===== config.mk =====
export PLATFORM = sky130hd
export DESIGN_NAME = cs_approx_avg
export DESIGN_NICKNAME = d
export VERILOG_FILES = /design/src/rtl/cs_approx_pkg.sv /design/src/rtl/cs_appr_sel.sv /design/src/rtl/cs_approx_avg.sv
export SDC_FILE = /design/constraint.sdc
export NUM_CORES = 1
export LEC_CHECK = 0
export CELL_PAD_IN_SITES_DETAIL_PLACEMENT = 0
export CELL_PAD_IN_SITES_GLOBAL_PLACEMENT = 2
export CORE_MARGIN = 10
export CORE_UTILIZATION = 45
export CTS_BUF_LIST = sky130_fd_sc_hd__clkbuf_16
export CTS_CLUSTER_DIAMETER = 100
export DETAILED_ROUTE_END_ITERATION = 8
export PLACE_DENSITY = 0.93
export REMOVE_ABC_BUFFERS = 1
export SLEW_MARGIN = 20
export SYNTH_ARGS = -nofsm -noshare
export SYNTH_HDL_FRONTEND = slang
export SYNTH_SLANG_ARGS = --single-unit

===== constraint.sdc =====
create_clock -name clk -period 81.6 [get_ports clk]
set_clock_uncertainty 0.05 [all_clocks]
set_input_delay 16.32 -clock clk [delete_from_list [all_inputs] [get_ports clk]]
set_output_delay 16.32 -clock clk [all_outputs]
set_load 0.05 [all_outputs]

===== src/rtl/cs_approx_pkg.sv =====
// cs_approx_pkg: shared widths, window depth, divisor and window type for the approximate-average filter
package cs_approx_pkg;
  localparam int DW  = 8;
  localparam int N   = 9;
  localparam int OW  = 10;
  localparam int SW  = 12;
  localparam int DIV = 9;
  typedef logic [N-1:0][DW-1:0] win_t;
endpackage


===== src/rtl/cs_appr_sel.sv =====
// cs_appr_sel: combinational A=floor(s/9) and Xa=largest window entry <= A (in: win, s; out: a, xa)
module cs_appr_sel
  import cs_approx_pkg::*;
(
  input  win_t          win,
  input  logic [SW-1:0] s,
  output logic [DW-1:0] a,
  output logic [DW-1:0] xa
);
  always_comb begin
    a = DW'(s / SW'(DIV));
    xa = '0;
    for (int i = 0; i < N; i++) xa = (win[i] <= a && win[i] > xa) ? win[i] : xa;
  end
endmodule


===== src/rtl/cs_approx_avg.sv =====
// cs_approx_avg: 9-tap approximate-average filter (in: clk, reset active-low async, X; out: Y registered, valid when CS_OUT_VALID_EN)
module cs_approx_avg
  import cs_approx_pkg::*;
(
  input  logic          clk,
  input  logic          reset,
  input  logic [DW-1:0] X,
`ifdef CS_OUT_VALID_EN
  output logic          valid,
`endif
  output logic [OW-1:0] Y
);
  win_t          win_q, win_d;
  logic [SW-1:0] s;
  logic [DW-1:0] a, xa;
  logic [SW:0]   t;
  logic [OW-1:0] y_q, y_d;
  cs_appr_sel u_sel (
    .win(win_d),
    .s  (s),
    .a  (a),
    .xa (xa)
  );
  always_comb begin
    win_d = {win_q[N-2:0], X};
    s = '0;
    for (int i = 0; i < N; i++) s = s + SW'(win_d[i]);
    t = {1'b0, s} + (SW+1)'(DIV) * (SW+1)'(xa);
    y_d = OW'(t >> 3);
  end
  always_comb assert (xa <= a);
  always_ff @(posedge clk or negedge reset)
    if (!reset) begin
      win_q <= '0;
      y_q <= '0;
    end else begin
      win_q <= win_d;
      y_q <= y_d;
    end
  assign Y = y_q;
`ifdef CS_OUT_VALID_EN
  logic [3:0] cnt_q, cnt_d;
  logic       valid_q, valid_d;
  always_comb begin
    cnt_d = (cnt_q == 4'(N)) ? cnt_q : cnt_q + 4'd1;
    valid_d = cnt_d == 4'(N);
  end
  always_ff @(posedge clk or negedge reset)
    if (!reset) begin
      cnt_q <= '0;
      valid_q <= 1'b0;
    end else begin
      cnt_q <= cnt_d;
      valid_q <= valid_d;
    end
  assign valid = valid_q;
`endif
endmodule


==> metrics.yaml <==
globalplace.congestion: 0.8863
numCtsBuffers: 9
path_delay_family: "compound AO/OA/AOI/OAI gates"
synth_flop_cell: "dfrtp_1"
grt_pass1_wl_um: 38520
syn_inst: 993
highest_layer: "met4"
placed_cell_area_um2: 9593
fp-row-count: 51
hold_viol: 0
end_kind: "flop"
ctsHtreeMaxLevel: 3
antenna_found_initial: 0
synth_edf_count: 0
grt_pass1_vias: 7181
num_antenna_cells: 0
cts-resized-gates: 0
worstPathRequired_ns: 81.77
met2WireLength_um: 9682
grt_max_degree: 65
cts_max_path_buffers: 2
die-area_um2: 26290
die_x_um: 162.1
cp_max_fo: 19
initial_core_util: 0.4626
routed_wl_um: 23030
grt-ovfl-total: 0
critPathKind: "in -> reg"
routedWlPerCell_um: 17.92
hold_ws_ns: 0.3788
timing.fmax_ghz: 0.02236
core_area_um2: 19650
finalNetCount: 1245
slew-limit-headroom: 0.4038
synth_async_sr_flop_share: 1.000
setup_tns_ns: 0
pin_count: 20
post-dp-hpwl_um: 19090
drc: 0
die_h_um: 162.1
synth.top_cell.area_share: 0.2216
synth_area_um2: 9091
critPathArrivalTime_ns: 44.90
avgSynthCellArea_um2: 9.155
hold_path.class: "reg -> reg"
ys_ff_latch: 74
tightest_slew_ns: 0.8943
critPathBufInv: 18
clk_pin_slew_ns: 0.06
clk_latency_ns: 0.35
wl_met3_um: 1330
drive_gt1_frac: 0.07157
yosys.area.top_type: "ha_1"
clockRootBuffer: "clkbuf_16"
first_pass_iters: 5
m1WireLength_um: 11730
cp-start-kind: "input pin"
fin_area_um2: 9897
rsz0062_at_grt: "no"
drv_slew: 0
cts_sinks: 74
vias: 7090
cts_tree: "done"
timing.final.crit_share: 0.5482
area_growth_pct: 8.863
postCtsHoldBufs: 0
drtIter0Drc: 386
fin_crit_ns: 44.73
viasPerCell: 5.518
maxCapViolCount: 0
fillCellCount: 1922
setup_viol: 0
port_buffers: 19
slowest_delay_ns: 0.56
ys_top_cells_by_area: "ha_1 (22%), dfrtp_1 (20%), fa_1 (13%), inv_1 (5.8%), a21oi_1 (4.2%)"
yosys_warnings: 0
critical_path.slowest_cell: "fa_1"
postCtsSetupBuffers: 0
yosysSeqAreaShare: 0.2037
gr-usage-all-layers: 0.1831
ys_types: 87
ant_nets: 0
status: "completed"
## logic make-up after synthesis
family,after synthesis,share of synthesized area
AO/OA/AOI/OAI,251,0.1874
XOR/XNOR,26,0.02587
adder cells (fa/ha/maj),225,0.3571
buffers and inverters,162,0.06840
flip-flops,74,0.2037
multiplexers,26,0.03055
AND/OR/NAND/NOR,229,0.1269
## state kept, by name, indices dropped and copies added (netlist names)
register  flops
win_d        64
Y            10
## worst paths after layout
check                                from        end  slack, ns  cells after the start
worst min register to register  win_d[16]  win_d[24]       0.38                      0
worst max register to register  win_d[18]       Y[5]      52.84                    140
worst max-delay path                 X[2]       Y[5]      36.87                    141
min in group asynchronous           reset       Y[0]      15.75                      1
worst min-delay path            win_d[16]  win_d[24]       0.38                      0
max in group asynchronous           reset  win_d[22]      64.64                      2
## cell usage in the layout (no fill, tap or decap), drive strengths merged, types with 4 or more instances in the layout
cell type	netlist	routed
ha	161	161
inv	146	147
a21oi	79	79
dfrtp	74	74
o21ai	60	60
fa	59	59
nor2	58	58
nand2	46	46
nand3	28	28
a21o	26	26
mux2i	18	18
clkdlybuf4s50	0	18
nand4	17	17
xnor2	17	17
nand2b	16	16
nor2b	15	15
nor3	13	13
o21a	9	9
xor2	9	9
clkbuf	9	9
a31oi	8	8
buf	6	8
a211oi	8	8
mux2	8	8
or2	7	7
and2	7	7
o211ai	7	7
and3	6	6
clkinv	1	6
o31a	5	5
maj3	5	5
a2111oi	5	5
o22ai	5	5
o31ai	5	5
a22oi	4	4
or3	4	4
a311oi	4	4
## synth_stat cells (6+ instances only)
| cell | instances |
|---|---|
| a211oi_1 | 6 |
| a21o_1 | 26 |
| a21oi_1 | 76 |
| a31oi_1 | 8 |
| and2_1 | 6 |
| clkbuf_1 | 9 |
| dfrtp_1 | 74 |
| fa_1 | 59 |
| ha_1 | 161 |
| inv_1 | 141 |
| mux2_2 | 6 |
| mux2i_1 | 18 |
| nand2_1 | 45 |
| nand2b_1 | 16 |
| nand3_1 | 28 |
| nand4_1 | 17 |
| nor2_1 | 58 |
| nor2b_1 | 15 |
| nor3_1 | 12 |
| o21a_1 | 9 |
| o21ai_0 | 50 |
| o21ai_1 | 8 |
| or2_2 | 6 |
| xnor2_1 | 16 |
| xor2_1 | 9 |
## per-layer routing
layer | global-route usage | up-vias
li1 | - | 3552
met2 | 0.2694 | 132
met1 | 0.2652 | 3388
met4 | 0.04632 | 0
met5 | 0 | -
met3 | 0.03943 | 18
## stage by stage
step	cells	utilization	setup slack, ns
after floorplan	978	-	39.66
after global placement	1269	0.4881	37.02
after detailed placement	1269	0.4881	36.63
after CTS	1285	0.5036	36.88
after global routing	1285	0.5036	34.18
final	1285	0.5036	36.87
## worst register-to-register path, delay by kind of cell (launching register included)
family / cells / cell delay, ns
AOI/OAI and AO/OA: 62 / 11.61
muxes: 2 / 0.60
buffers and inverters: 17 / 2.14
DFF: 1 / 0.56
and+or+nand+nor: 38 / 6.83
adders and majority gates: 19 / 6.34
xor gates and xnor gates: 2 / 0.50
## final cells by class
class | instances | area (um2) | area share
Sequential cell | 74 | 1852 | 0.1871
Tap cell | 265 | 331.6 | 0.03350
Clock buffer | 9 | 225.2 | 0.02276
Clock inverter | 7 | 78.83 | 0.007965
Timing Repair Buffer | 26 | 240.2 | 0.02427
Multi-Input combinational cell | 757 | 6618 | 0.6686
Inverter | 147 | 551.8 | 0.05575
Power is left out: the tool's default activity adds up to more than one toggle a clock period on the data nets, which glitch-free logic cannot reach.
